--- src/rtl/dsp_rd_channel_pkg.sv ---
// Shared definitions for the read-channel dispatcher.
// Holds the default bus widths and a helper that pulls one slot out of a packed per-arbiter bus.
package dsp_rd_channel_pkg;

  localparam int DEF_SLV_AMT          = 2;
  localparam int DEF_OUTSTANDING_AMT  = 8;
  localparam int DEF_DATA_WIDTH       = 32;
  localparam int DEF_ADDR_WIDTH       = 32;
  localparam int DEF_MST_ID_W         = 5;
  localparam int DEF_BURST_W          = 2;
  localparam int DEF_DATA_LEN_W       = 3;
  localparam int DEF_DATA_SIZE_W      = 3;
  localparam int DEF_WR_RESP_W        = 2;
  localparam int DEF_SLV_ID_MSB_IDX   = 30;
  localparam int DEF_SLV_ID_LSB_IDX   = 30;

  // Widest packed bus the slot helper accepts and widest slot it returns.
  localparam int SLOT_BUS_W = 512;
  localparam int SLOT_W     = 64;

  // Returns slot idx (width bits) of a packed bus where slot i sits at [width*(i+1)-1 -: width].
  // Callers zero-extend their bus to SLOT_BUS_W and truncate the result to their own width.
  function automatic logic [SLOT_W-1:0] getSlot(input logic [SLOT_BUS_W-1:0] bus,
                                                input int idx,
                                                input int width);
    logic [SLOT_W-1:0] mask;
    mask = (width >= SLOT_W) ? '1 : ((SLOT_W'(1) << width) - SLOT_W'(1));
    return SLOT_W'(bus >> (idx * width)) & mask;
  endfunction

endpackage

--- src/rtl/dsp_rd_order_fifo.sv ---
// Ordering FIFO of the read dispatcher.
// Remembers which slave arbiter each accepted AR went to, oldest entry at the head.
module dsp_rd_order_fifo #(
  parameter int WIDTH = 1,
  parameter int DEPTH = 8
) (
  input  logic             i_clk,
  input  logic             i_reset,
  input  logic             i_push,
  input  logic [WIDTH-1:0] i_pushData,
  input  logic             i_pop,
  output logic             o_full,
  output logic             o_empty,
  output logic [WIDTH-1:0] o_head
);

  localparam int PTR_W = (DEPTH > 1) ? $clog2(DEPTH) : 1;
  localparam int CNT_W = $clog2(DEPTH + 1);

  logic [WIDTH-1:0] r_mem [DEPTH];
  logic [PTR_W-1:0] r_wrPtr;
  logic [PTR_W-1:0] r_rdPtr;
  logic [CNT_W-1:0] r_count;

  logic             w_doPush;
  logic             w_doPop;
  logic [PTR_W-1:0] w_wrPtrNext;
  logic [PTR_W-1:0] w_rdPtrNext;

  // A push while full or a pop while empty is dropped rather than corrupting the pointers.
  assign w_doPush = i_push & ~o_full;
  assign w_doPop  = i_pop & ~o_empty;

  assign w_wrPtrNext = (r_wrPtr == PTR_W'(DEPTH - 1)) ? '0 : r_wrPtr + PTR_W'(1);
  assign w_rdPtrNext = (r_rdPtr == PTR_W'(DEPTH - 1)) ? '0 : r_rdPtr + PTR_W'(1);

  assign o_full  = (r_count == CNT_W'(DEPTH));
  assign o_empty = (r_count == '0);
  assign o_head  = r_mem[r_rdPtr];

  // Storage needs no reset: an entry is only read after it has been written.
  always_ff @(posedge i_clk) begin
    if (w_doPush) begin
      r_mem[r_wrPtr] <= i_pushData;
    end
  end

  // Pointer and occupancy bookkeeping; simultaneous push and pop leave the count unchanged.
  always_ff @(posedge i_clk) begin
    if (i_reset) begin
      r_wrPtr <= '0;
      r_rdPtr <= '0;
      r_count <= '0;
    end else begin
      if (w_doPush) begin
        r_wrPtr <= w_wrPtrNext;
      end
      if (w_doPop) begin
        r_rdPtr <= w_rdPtrNext;
      end
      case ({w_doPush, w_doPop})
        2'b10:   r_count <= r_count + CNT_W'(1);
        2'b01:   r_count <= r_count - CNT_W'(1);
        default: r_count <= r_count;
      endcase
    end
  end

endmodule

--- src/rtl/dsp_rd_channel.sv ---
// AXI4 read-channel dispatcher for one master port.
// Routes each AR to the slave arbiter picked by the address and hands R beats back in AR issue order.
module dsp_rd_channel
  import dsp_rd_channel_pkg::*;
#(
  parameter int SLV_AMT           = DEF_SLV_AMT,
  parameter int OUTSTANDING_AMT   = DEF_OUTSTANDING_AMT,
  parameter int DATA_WIDTH        = DEF_DATA_WIDTH,
  parameter int ADDR_WIDTH        = DEF_ADDR_WIDTH,
  parameter int TRANS_MST_ID_W    = DEF_MST_ID_W,
  parameter int TRANS_BURST_W     = DEF_BURST_W,
  parameter int TRANS_DATA_LEN_W  = DEF_DATA_LEN_W,
  parameter int TRANS_DATA_SIZE_W = DEF_DATA_SIZE_W,
  parameter int TRANS_WR_RESP_W   = DEF_WR_RESP_W,
  parameter int SLV_ID_W          = $clog2(SLV_AMT),
  parameter int SLV_ID_MSB_IDX    = DEF_SLV_ID_MSB_IDX,
  parameter int SLV_ID_LSB_IDX    = DEF_SLV_ID_LSB_IDX
) (
  input  logic                                   ACLK_i,
  input  logic                                   ARESET_i,
  // Master AR
  input  logic [TRANS_MST_ID_W-1:0]              m_ARID_i,
  input  logic [ADDR_WIDTH-1:0]                  m_ARADDR_i,
  input  logic [TRANS_BURST_W-1:0]               m_ARBURST_i,
  input  logic [TRANS_DATA_LEN_W-1:0]            m_ARLEN_i,
  input  logic [TRANS_DATA_SIZE_W-1:0]           m_ARSIZE_i,
  input  logic                                   m_ARVALID_i,
  output logic                                   m_ARREADY_o,
  // Master R
  output logic [TRANS_MST_ID_W-1:0]              m_RID_o,
  output logic [DATA_WIDTH-1:0]                  m_RDATA_o,
  output logic                                   m_RLAST_o,
  output logic                                   m_RVALID_o,
  input  logic                                   m_RREADY_i,
  // Slave-arbiter AR
  output logic [TRANS_MST_ID_W*SLV_AMT-1:0]      sa_ARID_o,
  output logic [ADDR_WIDTH*SLV_AMT-1:0]          sa_ARADDR_o,
  output logic [TRANS_BURST_W*SLV_AMT-1:0]       sa_ARBURST_o,
  output logic [TRANS_DATA_LEN_W*SLV_AMT-1:0]    sa_ARLEN_o,
  output logic [TRANS_DATA_SIZE_W*SLV_AMT-1:0]   sa_ARSIZE_o,
  output logic [SLV_AMT-1:0]                     sa_ARVALID_o,
  input  logic [SLV_AMT-1:0]                     sa_ARREADY_i,
  output logic [SLV_AMT-1:0]                     sa_AR_outst_full_o,
  // Slave-arbiter R
  input  logic [TRANS_MST_ID_W*SLV_AMT-1:0]      sa_RID_i,
  input  logic [DATA_WIDTH*SLV_AMT-1:0]          sa_RDATA_i,
  input  logic [SLV_AMT-1:0]                     sa_RLAST_i,
  input  logic [SLV_AMT-1:0]                     sa_RVALID_i,
  output logic [SLV_AMT-1:0]                     sa_RREADY_o
);

  localparam int DEC_W = SLV_ID_MSB_IDX - SLV_ID_LSB_IDX + 1;

  logic [DEC_W-1:0]    w_decRaw;
  logic [SLV_ID_W-1:0] w_sel;
  logic [SLV_ID_W-1:0] w_head;
  logic                w_full;
  logic                w_empty;
  logic                w_arBlocked;
  logic                w_push;
  logic                w_pop;

  // The write-response width plays no part on the read path; it is only carried so that
  // every dispatcher instance shares one parameter list.
  if (TRANS_WR_RESP_W < 1) begin : g_wrRespWidthUnused
  end

  // Slave index comes straight from the address field; out-of-range indices fold back.
  assign w_decRaw = m_ARADDR_i[SLV_ID_MSB_IDX:SLV_ID_LSB_IDX];
  assign w_sel    = SLV_ID_W'(32'(w_decRaw) % SLV_AMT);

  // A full ordering FIFO or an active reset stops new ARs; a same-cycle pop does not bypass this.
  assign w_arBlocked = w_full | ARESET_i;

  // Every arbiter sees the master payload; only the selected one sees VALID.
  assign sa_ARID_o    = {SLV_AMT{m_ARID_i}};
  assign sa_ARADDR_o  = {SLV_AMT{m_ARADDR_i}};
  assign sa_ARBURST_o = {SLV_AMT{m_ARBURST_i}};
  assign sa_ARLEN_o   = {SLV_AMT{m_ARLEN_i}};
  assign sa_ARSIZE_o  = {SLV_AMT{m_ARSIZE_i}};

  assign m_ARREADY_o        = sa_ARREADY_i[w_sel] & ~w_arBlocked;
  assign sa_AR_outst_full_o = {SLV_AMT{w_full}};

  // Demux the master AR valid onto the selected arbiter.
  always_comb begin
    sa_ARVALID_o = '0;
    if (m_ARVALID_i && !w_arBlocked) begin
      sa_ARVALID_o[w_sel] = 1'b1;
    end
  end

  // Record the destination of every accepted AR; retire it on the last R beat of that burst.
  assign w_push = m_ARVALID_i & m_ARREADY_o;
  assign w_pop  = m_RVALID_o & m_RREADY_i & m_RLAST_o;

  dsp_rd_order_fifo #(
    .WIDTH (SLV_ID_W),
    .DEPTH (OUTSTANDING_AMT)
  ) u_orderFifo (
    .i_clk      (ACLK_i),
    .i_reset    (ARESET_i),
    .i_push     (w_push),
    .i_pushData (w_sel),
    .i_pop      (w_pop),
    .o_full     (w_full),
    .o_empty    (w_empty),
    .o_head     (w_head)
  );

  // Only the arbiter owning the oldest outstanding burst may talk to the master; others stall.
  always_comb begin
    m_RVALID_o  = 1'b0;
    m_RID_o     = '0;
    m_RDATA_o   = '0;
    m_RLAST_o   = 1'b0;
    sa_RREADY_o = '0;
    if (!w_empty) begin
      m_RVALID_o          = sa_RVALID_i[w_head];
      m_RLAST_o           = sa_RLAST_i[w_head];
      m_RID_o             = TRANS_MST_ID_W'(getSlot(SLOT_BUS_W'(sa_RID_i), int'(w_head), TRANS_MST_ID_W));
      m_RDATA_o           = DATA_WIDTH'(getSlot(SLOT_BUS_W'(sa_RDATA_i), int'(w_head), DATA_WIDTH));
      sa_RREADY_o[w_head] = m_RREADY_i;
    end
  end

endmodule

--- config.mk ---
export PLATFORM = sky130hd
export DESIGN_NAME = dsp_rd_channel
export DESIGN_NICKNAME = d
export VERILOG_FILES = /design/src/rtl/dsp_rd_channel_pkg.sv /design/src/rtl/dsp_rd_order_fifo.sv /design/src/rtl/dsp_rd_channel.sv
export SDC_FILE = /design/constraint.sdc
export NUM_CORES = 1
export LEC_CHECK = 0
export CAP_MARGIN = 20
export CORE_AREA = 2 2 102 104
export CTS_CLUSTER_DIAMETER = 60
export CTS_CLUSTER_SIZE = 40
export DETAILED_ROUTE_END_ITERATION = 8
export DIE_AREA = 0 0 104 106
export DONT_BUFFER_PORTS = 1
export GPL_TIMING_DRIVEN = 0
export PLACE_DENSITY = 0.49
export SETUP_SLACK_MARGIN = 0.2
export SKIP_LAST_GASP = 1
export SLEW_MARGIN = 10
export SYNTH_ARGS = -nofsm -noshare
export SYNTH_HDL_FRONTEND = slang
export SYNTH_SLANG_ARGS = --single-unit
--- constraint.sdc ---
create_clock -name ACLK_i -period 3.3 [get_ports ACLK_i]
set_input_delay 0.66 -clock ACLK_i [delete_from_list [all_inputs] [get_ports ACLK_i]]
set_output_delay 0.66 -clock ACLK_i [all_outputs]
set_load 0.1 [all_outputs]
# Word-level counts from Yosys, hierarchy flattened
# Memory sizes are Yosys's and may differ from the RTL's. A register that Yosys moved wholly into a read port is not among the register bits.
# Cells that the tools add are included.
# word_totals
n_memories	1
register_bits	10
out_inout_bits	136
input_bits	129
ramBits	8
word_cells	60
# classes
order_cmp	4
n_reduce_logical	6
addsub	4
n_mux	23
multipliers	1
shift	2
n_bitwise	11
eq_ne	5
# mem_list
memory	words	word_bits	rd	rd_clocked_by_memory_dff	write_ports	line_no	rtl
u_orderFifo.r_mem	8	1	1	1	1	dsp_rd_order_fifo.sv:20	logic [WIDTH-1:0] r_mem [DEPTH];
# ops
operator	n
64-bit by 6-bit right shift with 32-bit output	1
32-bit 2-to-1 mux	1
1-bit 2-to-1 mux	12
3-bit 2-to-1 mux	4
10-bit by 4-bit right shift with 5-bit output	1
4-bit one-hot mux with 2 select lines	1
3-bit by 1-bit adder with 3-bit output, second input constant	2
1-bit AND	6
3-bit == test, second input constant	2
5-bit 2-to-1 mux	1
4-bit by 1-bit adder with 4-bit output, second input constant	1
4-bit == test, second input constant	1
4-bit logical NOT	1
1-bit by 2-bit less-than comparator with 1-bit output, second input constant	2
1-bit by 3-bit multiplier with 4-bit output, second input constant	1
2-bit 2-to-1 mux	2
4-bit by 1-bit subtractor with 4-bit output, second input constant	1
1-bit logical AND	3
1-bit NOT	3
2-bit AND	1
1-bit demux with 1-bit select	2
2-bit by 1-bit == test with 1-bit output, second input constant	1
2-bit == test, second input constant	1
1-bit greater-or-equal comparator, second input constant	2
other kinds (3)	3

# Depth between registers and ports, before layout
# logic_depth
depth_word	8
mapped_depth	12
mapped_depth_nobuf	11

# Modules after synthesis
# From an unflattened synthesis, not the netlist that was laid out.
# hier_totals
cells_unflattened	276
area_unflattened_um2	2359.8
# by_module_without_submodules
mod	instances	area_each_um2	cells_each	seq_area_each_um2
dsp_rd_channel	1	1370.1	188	0.0
dsp_rd_order_fifo	1	989.7	88	500.5

# Least setup slack after synthesis
# No wires, ideal clock.
# synth_timing
path_kind	input to output
start	in ARESET_i
end	out m_ARREADY_o
cell_stages	3
t_required_ns	2.640
arrival_ns	3.095
path_slack_ns	-0.455
cell_sequence	clkbuf_1 > clkbuf_1 > nor3_1
# synth_between
elab_chain_cells	3
# synth_rtl
item	line_no	rtl
start: declaration	dsp_rd_channel.sv:20	input logic ARESET_i,
1-bit bitwise OR	dsp_rd_channel.sv:73	assign w_arBlocked = w_full | ARESET_i;
1-bit NOT	dsp_rd_channel.sv:82	assign m_ARREADY_o = sa_ARREADY_i[w_sel] & ~w_arBlocked;
1-bit AND	dsp_rd_channel.sv:82	
end: declaration	dsp_rd_channel.sv:28	output logic m_ARREADY_o,
# No other way between the ends.

==> metrics.log <==
INFO  metric num_rows = 37
INFO  metric overflow = 0
INFO  metric netlist_area = between 2000 and 2500 um2
INFO  metric setup_violations = 0
INFO  metric cts_num_sinks = 21
INFO  metric final_common_cell = sky130_fd_sc_hd__buf_4
INFO  metric origin_of_the_worst_min_delay_path = m_ARADDR_i[30]
INFO  metric flops_latches_synth = 21
INFO  metric core_area = roughly 10000 um2
INFO  metric finalNetCount = approximately 450
INFO  metric largest_net_degree_at_the_start_of_global_routing = 14
INFO  metric final_hold_violating_endpoints = 0
INFO  metric first_pass_iters = 4
INFO  metric place.port_buffers = 0
INFO  metric yosysWarningCount = 0
INFO  metric yosysTopAreaCellShare = ~29%
INFO  metric die_area = 11000 um2
INFO  metric htree_levels = 1
INFO  metric power.density_cell_area = 458 nW/um2
INFO  metric post_synth_xor_area_fraction = ~1.1%
INFO  metric syn_nets = ~430
INFO  metric final.fill_count = around 1000
INFO  metric hold_path_end = u_orderFifo.r_mem[6]
INFO  metric mostFrequentLayoutCells = 102 x sky130_fd_sc_hd__buf_4, 40 x sky130_fd_sc_hd__mux2i_1, 39 x sky130_fd_sc_hd__nor2_4, 15 x sky130_fd_sc_hd__nor2_1, 12 x sky130_fd_sc_hd__dfxtp_1
INFO  metric power.static_leakage = roughly 1.3 nW
INFO  metric setup.worst_path.class = flip-flop to output pin
INFO  metric yosysTopAreaCell = sky130_fd_sc_hd__buf_4
INFO  metric cp_max_fo = 10
INFO  metric clock_latency_of_the_later_clocked_register_in_the_worst_skew_pair = ~0.25 ns
INFO  metric number_of_antenna_violations_at_the_first_check_in_global_routing = 0
INFO  metric tritoncts = done
INFO  metric wirelength = 6.88 mm
INFO  metric critical_path.endpoint_type = output pin
INFO  metric max_slew.worst_pin.slew = around 1.1 ns
INFO  metric finalCoreUtilization = a little under a third
INFO  metric cap_violations = 0
INFO  metric number_of_primary_i_o_pins = 265
INFO  metric via_count = 2001
INFO  metric dieHeight = 106 um
INFO  metric drive_gt1_share = a little under three fifths
INFO  metric max_freq = about 330 MHz
INFO  metric wire_length_of_the_first_global_routing_pass = 9.75 mm
INFO  metric result_of_the_run = finished, final reports clean
INFO  metric synth_compound_area_share = 5.27%
INFO  metric cts_hold_buf = 0
INFO  metric insertedDiodeCount = 0
INFO  metric areaGrowthSynthToFinish = 26.6%
INFO  metric postSynthCellCount = ~300
INFO  metric reg2reg_setup_slack = around 0.34 ns
INFO  metric post_drt_via_cell_ratio = ~4.5
INFO  metric detail_route.drc_violations = 0
INFO  metric worstRegToRegCells = 13
INFO  metric clkSlewWorstSetupHoldPaths = roughly 0.070 ns
INFO  metric drtAntennaViolNets = 0
INFO  metric largest_family_of_logic_cells_by_synthesized_area = buffers and inverters
INFO  metric place_congestion = approximately 0.7
INFO  metric synth_enable_flop_cells = 8
INFO  metric hold_class = input port to flip-flop
INFO  metric ctsLongestPathBuffers = 2
INFO  metric instances_no_fill = around 440
INFO  metric vdd_ir_drop_max = roughly 0.00023 V
INFO  metric synth.mux.area_fraction = roughly a fifth
INFO  metric dominantRegCellSynth = sky130_fd_sc_hd__dfxtp_1
INFO  metric min_period_over_period = 91.3%
INFO  metric worstPathRequired = between 2 and 3 ns
INFO  metric synthTopCellsByArea = sky130_fd_sc_hd__buf_4 29%, sky130_fd_sc_hd__mux2i_1 18%, sky130_fd_sc_hd__dfxtp_1 11%
INFO  metric die-width = between 100 and 150 um
INFO  metric min_delay_path_depth = 0
INFO  metric wl_per_cell = 15.5 um
INFO  metric syn_avg_cell_area = between 8 and 9 um2
INFO  metric finalWorstSetupSlack = 0.287 ns
INFO  metric worst-endpoint-arrival = between 2 and 2.5 ns
INFO  metric final.min_clock_period = 3.01 ns
INFO  metric dr.first_iter.drc_count = between 70 and 80
INFO  metric placed_cells_incl_taps = approximately 430
INFO  metric slew_violations = 0
INFO  metric yosys.area_share.adder = ~3.5%
INFO  metric unrepaired_setup_endpoints_after_global_routing = true
INFO  metric startpoint_type = flip-flop
INFO  metric ctsRootBufferMaster = sky130_fd_sc_hd__clkbuf_8
INFO  metric async_reset_ff_share = 0%
INFO  metric dp_worst_setup_slack = -0.238 ns
INFO  metric first_global_vias = 1839
INFO  metric basic_gate_share_of_the_synthesized_area_counting_and_or_nand_and_nor_cells = 17.6%
INFO  metric rr_endpoint = u_orderFifo.r_count[2]
INFO  metric final_clock_skew = about 0.0017 ns
INFO  metric all_layer_gr_usage = around 11%
INFO  metric synth.lib_cells_used.distinct = 36
INFO  metric hpwlAfterDp = between 5 and 6 mm
INFO  metric seq_area_frac_synth = between 20% and 30%
INFO  metric cts-buffers-inserted = 3
INFO  metric start_util = about 25%
INFO  metric slew_headroom = 28.4%
## kinds of logic after synthesis
| kind of cell | count (synthesis) |
|---|---|
| buffers and inverters | 107 |
| and+or+nand+nor | 91 |
| muxes | 48 |
| DFF | 21 |
| AOI/OAI and AO/OA | 18 |
| adders and majority gates | 7 |
| xor gates and xnor gates | 3 |
## report_power, final
part / internal, mW / switching (mW)
logic: 0.157 / 0.838
registers: 0.272 / 0.00256
clock network: 0.0839 / 0.0778
## cell usage after synthesis, drive strengths merged, types with 2 or more instances
library cell and instances:
nor3 6, nand2b 10, edfxtp 8, o311ai 3, ha 7, a21oi 3, dfxtp 13, a31oi 3
nand2 5, xor2 3, nor4b 2, mux4 2, clkbuf 6, or4 3, buf 100, mux2i 45
or3 2, nor2 56, o21ai 4
## through the flow
| stage | hold slack, ns | TNS (ns) | area (um2) | power, mW |
|---|---|---|---|---|
| floorplan | 0.516 | 0 | 2570 | 1.18 |
| global placement | 0.556 | -2.74 | 2740 | 1.22 |
| detailed placement | 0.562 | -2.28 | 2750 | 1.22 |
| CTS | 0.488 | 0 | 3030 | 1.44 |
| global route | 0.477 | 0 | 3120 | 1.47 |
| finish | 0.498 | 0 | 3120 | 1.43 |
## per-layer routing
metal	GRT usage [%]	up-vias	part of all wire, %
met2	19.3	155	51
met5	0	-	0
met4	2.22	0	0.77
met3	4.11	4	11
li1	-	937	-
met1	12.8	905	36
## worst max-delay path by stage
| stage | start | end | depth (start not counted) |
|---|---|---|---|
| global route | u_orderFifo.r_mem[5] | m_RDATA_o[5] | 6 |
| finish | flip-flop | m_RDATA_o[13] | 6 |
| floorplan | flip-flop | m_RDATA_o[22] | 6 |
| CTS | u_orderFifo.r_count[2] | m_RID_o[2] | 5 |
| detailed placement | u_orderFifo.r_count[2] | m_RID_o[2] | 5 |
| global placement | u_orderFifo.r_count[2] | m_RID_o[2] | 5 |
## critical path, stage by stage (launching register included)
cell and delay [ns]:
sky130_fd_sc_hd__dfxtp_2 0.35, sky130_fd_sc_hd__mux4_2 0.53, sky130_fd_sc_hd__mux2i_4 0.24, sky130_fd_sc_hd__buf_4 0.16
sky130_fd_sc_hd__buf_6 0.16, sky130_fd_sc_hd__mux2i_1 0.13, sky130_fd_sc_hd__nor2_4 0.52
## cell type report
cell class	instances	area, um2	area share [%]
plain buffers	106	798	25.6
clock buffers	3	41.3	1.32
clock inverters	1	5.00	0.160
inverters	1	3.75	0.120
multi-input cells	167	1540	49.2
flip-flops and latches	21	502	16.1
well taps	136	170	5.45
repair buffers	9	67.6	2.16
## timing repair
action,CTS,global route
endpoints found under the setup margin,41,14
gates resized for setup,50,12
pin swaps,2,5
buffers inserted,1,8
(Power assumes the default switching activity.)
